### src/rtl/eth_gmii_tx_framer.sv
// Ethernet GMII/MII transmit framer: preamble/SFD, payload, zero padding, CRC-32 FCS and inter-frame gap.
// clk_enable is the byte-time strobe, so the same core serves GMII (tied high) and MII (1-in-2) rates.
module eth_gmii_tx_framer #(
    parameter int unsigned ENABLE_PADDING   = 1,
    parameter int unsigned MIN_FRAME_LENGTH = 64,
    parameter int unsigned IFG_BYTES        = 12
) (
    input  logic       clk,
    input  logic       reset,
    input  logic       clk_enable,
    input  logic [7:0] frame_in_tdata,
    input  logic       frame_in_tvalid,
    output logic       frame_in_tready,
    input  logic       frame_in_tlast,
    input  logic       frame_in_tuser,
    output logic [7:0] gmii_txd,
    output logic       gmii_tx_en,
    output logic       gmii_tx_er,
    output logic       busy,
    output logic       start_packet,
    output logic       error_underflow
);

    typedef enum logic [2:0] {
        S_IDLE,
        S_PREAMBLE,
        S_PAYLOAD,
        S_PAD,
        S_FCS,
        S_IFG,
        S_DRAIN
    } state_t;

    localparam logic [15:0] PAD_TARGET = 16'(MIN_FRAME_LENGTH - 4);
    localparam logic [7:0]  IFG_LAST   = 8'(IFG_BYTES - 1);
    localparam logic [31:0] CRC_POLY   = 32'hEDB8_8320;

    function automatic logic [31:0] crc_byte(input logic [31:0] crc, input logic [7:0] data);
        logic [31:0] c;
        c = crc ^ {24'h0, data};
        for (int unsigned i = 0; i < 8; i++) begin
            c = c[0] ? ((c >> 1) ^ CRC_POLY) : (c >> 1);
        end
        return c;
    endfunction

    state_t      state_q, state_d;
    logic [7:0]  idx_q, idx_d;
    logic [15:0] cnt_q, cnt_d, cnt_inc;
    logic [31:0] crc_q, crc_d;
    logic [7:0]  txd_q, txd_d;
    logic        tx_en_q, tx_en_d;
    logic        tx_er_q, tx_er_d;
    logic        start_q, start_d;
    logic        uf_q, uf_d;

    assign cnt_inc = (cnt_q == 16'hFFFF) ? cnt_q : cnt_q + 16'd1;

    always_comb begin
        state_d = state_q;
        idx_d   = idx_q;
        cnt_d   = cnt_q;
        crc_d   = crc_q;
        txd_d   = txd_q;
        tx_en_d = tx_en_q;
        tx_er_d = tx_er_q;
        start_d = 1'b0;
        uf_d    = 1'b0;
        if (clk_enable) begin
            txd_d   = '0;
            tx_en_d = 1'b0;
            tx_er_d = 1'b0;
            unique case (state_q)
                S_IDLE: begin
                    if (frame_in_tvalid) begin
                        state_d = S_PREAMBLE;
                        idx_d   = '0;
                        cnt_d   = '0;
                        crc_d   = '1;
                    end
                end
                S_PREAMBLE: begin
                    tx_en_d = 1'b1;
                    txd_d   = (idx_q == 8'd7) ? 8'hD5 : 8'h55;
                    start_d = (idx_q == 8'd0);
                    idx_d   = idx_q + 8'd1;
                    if (idx_q == 8'd7) begin
                        state_d = S_PAYLOAD;
                        idx_d   = '0;
                    end
                end
                S_PAYLOAD: begin
                    tx_en_d = 1'b1;
                    if (frame_in_tvalid) begin
                        txd_d = frame_in_tdata;
                        crc_d = crc_byte(crc_q, frame_in_tdata);
                        cnt_d = cnt_inc;
                        if (frame_in_tlast) begin
                            idx_d = '0;
                            if (frame_in_tuser) begin
                                tx_er_d = 1'b1;
                                state_d = S_IFG;
                            end else if (ENABLE_PADDING != 0 && cnt_inc < PAD_TARGET) begin
                                state_d = S_PAD;
                            end else begin
                                state_d = S_FCS;
                            end
                        end
                    end else begin
                        tx_er_d = 1'b1;
                        uf_d    = 1'b1;
                        state_d = S_DRAIN;
                    end
                end
                S_PAD: begin
                    tx_en_d = 1'b1;
                    crc_d   = crc_byte(crc_q, 8'h00);
                    cnt_d   = cnt_inc;
                    if (cnt_inc >= PAD_TARGET) begin
                        state_d = S_FCS;
                        idx_d   = '0;
                    end
                end
                S_FCS: begin
                    tx_en_d = 1'b1;
                    txd_d   = ~crc_q[{idx_q[1:0], 3'b000} +: 8];
                    idx_d   = idx_q + 8'd1;
                    if (idx_q == 8'd3) begin
                        state_d = S_IFG;
                        idx_d   = '0;
                    end
                end
                S_IFG: begin
                    idx_d = idx_q + 8'd1;
                    // A waiting frame starts straight from the last gap byte so back-to-back gaps are exactly IFG_BYTES.
                    if (idx_q == IFG_LAST) begin
                        idx_d = '0;
                        if (frame_in_tvalid) begin
                            state_d = S_PREAMBLE;
                            cnt_d   = '0;
                            crc_d   = '1;
                        end else begin
                            state_d = S_IDLE;
                        end
                    end
                end
                S_DRAIN: begin
                    if (frame_in_tvalid && frame_in_tlast) begin
                        state_d = S_IFG;
                        idx_d   = '0;
                    end
                end
                default: state_d = S_IDLE;
            endcase
        end
    end

    always_ff @(posedge clk) begin
        if (reset) begin
            state_q <= S_IDLE;
            idx_q   <= '0;
            cnt_q   <= '0;
            crc_q   <= '1;
            txd_q   <= '0;
            tx_en_q <= 1'b0;
            tx_er_q <= 1'b0;
            start_q <= 1'b0;
            uf_q    <= 1'b0;
        end else begin
            state_q <= state_d;
            idx_q   <= idx_d;
            cnt_q   <= cnt_d;
            crc_q   <= crc_d;
            txd_q   <= txd_d;
            tx_en_q <= tx_en_d;
            tx_er_q <= tx_er_d;
            start_q <= start_d;
            uf_q    <= uf_d;
        end
    end

    assign frame_in_tready = clk_enable && (state_q == S_PAYLOAD || state_q == S_DRAIN);
    assign gmii_txd        = txd_q;
    assign gmii_tx_en      = tx_en_q;
    assign gmii_tx_er      = tx_er_q;
    assign busy            = (state_q != S_IDLE);
    assign start_packet    = start_q;
    assign error_underflow = uf_q;

endmodule
### config.mk
export PLATFORM = sky130hd
export DESIGN_NAME = eth_gmii_tx_framer
export DESIGN_NICKNAME = d
export VERILOG_FILES = /design/src/rtl/eth_gmii_tx_framer.sv
export SDC_FILE = /design/constraint.sdc
export NUM_CORES = 1
export LEC_CHECK = 0
export BUFFER_PORTS_ARGS = -buffer_cell sky130_fd_sc_hd__buf_2
export CAP_MARGIN = 25
export CORE_ASPECT_RATIO = 1.4
export CORE_MARGIN = 2
export CORE_UTILIZATION = 44
export CTS_CLUSTER_DIAMETER = 60
export CTS_CLUSTER_SIZE = 40
export DETAILED_ROUTE_END_ITERATION = 16
export SYNTH_ARGS = -nofsm -noshare
export SYNTH_HDL_FRONTEND = slang
export SYNTH_SLANG_ARGS = --single-unit
### constraint.sdc
create_clock -name clk -period 3.5 [get_ports clk]
set_input_delay 0.525 -clock clk [delete_from_list [all_inputs] [get_ports clk]]
set_output_delay 0.525 -clock clk [all_outputs]
set_load 0.02 [all_outputs]
==> metrics <==
Max Clk Rate 335 MHz; Reg power frac 0.334; status finished, final reports clean; R2R depth 7; cts bufs inserted 9; Max FO, Critical Path 10; FILL cells 1160; PD cells 460 nW/um^2; unrepaired setup endpoints after global routing no; dominant cell type by area after synthesis dfxtp_1; Num Clock Sinks 71; # port buffers 27; vias in the first global route 4730; TritonCTS clock tree done; Clock Skew 0.00710 ns; GR Util All Layers 0.245; Startpoint Class flop; Setup WS pre-CTS 0.505 ns; routed wire length 15700 um; IO Pins 28; Post-synth top cells 93 x xnor2_1, 71 x dfxtp_1, 61 x nor2_1, 58 x a21oi_1, 36 x nand2_1; final-report setup violation count 0; post-layout util 0.494; hold violation total from the final report 0; Mapped Nets 691; post-DP HPWL 11000 um; most used standard cell by instance count after synthesis xnor2_1; Final nets 693; P&R area growth vs syn 9.94%; Clock Root Buffer clkbuf_16; Die Area 13000 um^2; initial antenna violation count 0; clock share of power 0.344; Initial Util 0.450; sequential area share after synthesis 0.267; Sw Share 0.352; ys flop type dfxtp_1; Chip Width 96.9 um; slew margin rel. 0.443; CP Class flop to flop; DR WL/cell 19.0 um; Peak supply drop 0.287 mV; CTS Buffer Depth 2; largest net degree at the start of global routing 73; Clk Latency, worst-skew pair 0.33 ns; Required @ worst endpoint 3.69 ns; fin. max-slew vios 0; hold buffer count at cts 0; clock slew at reported path FFs 0.06 ns; switching pwr 0.946 mW; critical path arrival 3.17 ns; Reg2Reg Setup Slack 0.51 ns; initial detailed-routing violation count 354; CORE AREA 11800 um^2; crit path time final 2.99 ns; Synth top area share 0.267; Distinct cells, synth 64; synth top area cells dfxtp_1 27%, xnor2_1 15%, xor2_1 5.8%, a21oi_1 5.5%, nor2_1 4.3%; fraction of registers with async set/reset 0; Worst Max-Slew Pin Slew 0.829 ns; Post-synth EDFFs 0; Final period util 0.853; combinational fraction of design power 0.322; setup tns final 0 ns; vias 4979; num rows 47; grt ovf 0; Synthesis Warnings 0; Setup crit start cnt_q[3]; layout cells sized above 1 0.125; Mapped Cells 674; FF+latch count, synth 71; PnR worst setup slack 0.513 ns; Mapped Area 5310 um^2; HP Class flop to flop; vias per cell 6.01; max_cap viols 0; Ant. Diodes 0; Residual DRC 0; RR Endpoint idx_q[0]; Die H 134 um; Critical Path End Type flop; GPL Wtd Cong 0.922; CTS HTree Levels 3; crit path to idx_q[0]; Final ANT Viol Nets 0; hold path start gmii_tx_en; Leak 1.98 nW; Crit Reg-Reg Startpoint cnt_q[3]; global-route wire length before repair 25600 um; 1st-pass router iterations 4; post-cts sizing count 0; Post-CTS Setup Inserts 0; internal power of the cells 1.74 mW; syn_area_per_cell 7.88 um^2
## metrics by stage
stage / hold slack, ns / cells / area (um^2) / power, mW
3_5_place_dp: 0.458 / 812 / 5540 / 1.77
3_3_place_gp: 0.449 / 812 / 5540 / 1.77
6_report: 0.461 / 828 / 5840 / 2.69
2_1_floorplan: 0.458 / 674 / 5310 / 1.56
5_1_grt: 0.492 / 828 / 5840 / 2.83
4_1_cts: 0.466 / 828 / 5840 / 2.70
## registers in the layout, indices dropped and copies added, names as in the netlist
name,count
error_underflow,1
gmii_tx_er,1
gmii_tx_en,1
gmii_txd,8
idx_q,8
start_packet,1
state_q,3
crc_q,32
cnt_q,16
## area by class of cell
class / count / area (um^2) / share of cell area
multi-input cells: 544 / 3650 / 0.625
flip-flops and latches: 71 / 1420 / 0.243
repair buffers: 44 / 263 / 0.0450
clock buffers: 9 / 225 / 0.0386
well taps: 147 / 184 / 0.0315
clock inverters: 7 / 72.6 / 0.0124
inverters: 6 / 22.5 / 0.00386
## power by group through the flow
stage | clock network [mW] | registers, mW | logic, mW
floorplan | 0 | 0.883 | 0.677
global placement | 0 | 0.911 | 0.854
detailed placement | 0 | 0.913 | 0.855
CTS | 0.943 | 0.895 | 0.860
global route | 0.981 | 0.903 | 0.942
finish | 0.926 | 0.897 | 0.867
## logic make-up after synthesis
group	after synthesis	share of synthesized area
AND/OR/NAND/NOR	217	0.207
AO/OA/AOI/OAI	181	0.210
XOR/XNOR	131	0.222
flip-flops	71	0.267
buffers and inverters	59	0.0457
multiplexers	12	0.0417
adder cells (fa/ha/maj)	3	0.00706
## worst max-delay path, cell delays in order (launching register included)
cell,delay [ns]
dfxtp_1,0.46
nand3_1,0.21
nor4_1,0.76
a21oi_1,0.16
nor4_2,0.53
a41o_1,0.48
nand3b_1,0.16
a21oi_1,0.07
## worst min-delay path by stage
stage / to / slack (ns) / depth (start not counted)
final: gmii_tx_en / 0.46 / 2
after global placement: gmii_tx_en / 0.45 / 2
after floorplan: idx_q[7] / 0.46 / 2
after CTS: gmii_tx_en / 0.47 / 2
after detailed placement: gmii_tx_en / 0.46 / 2
after global routing: gmii_tx_en / 0.49 / 2
## layer usage
layer	global-route usage	vias up	wire length (um)
li1	-	2391	-
met1	0.307	2420	6830
met2	0.416	136	7730
met3	0.0349	32	657
met4	0.116	0	522
met5	0	-	0
## placed cells by master (no fill, tap or decap), drive strengths merged, types with 9 or more instances in the layout
master	netlist	final
nand2b	20	20
dfxtp	71	71
nand2	37	37
o21ai	36	36
o22ai	22	22
a31oi	11	11
nor2	61	61
buf	19	44
a21oi	58	58
nand3	23	23
xnor2	95	95
o21bai	10	10
nor3	23	23
xor2	35	35
clkbuf	34	9
No activity file was read; power rests on OpenSTA's default activity.
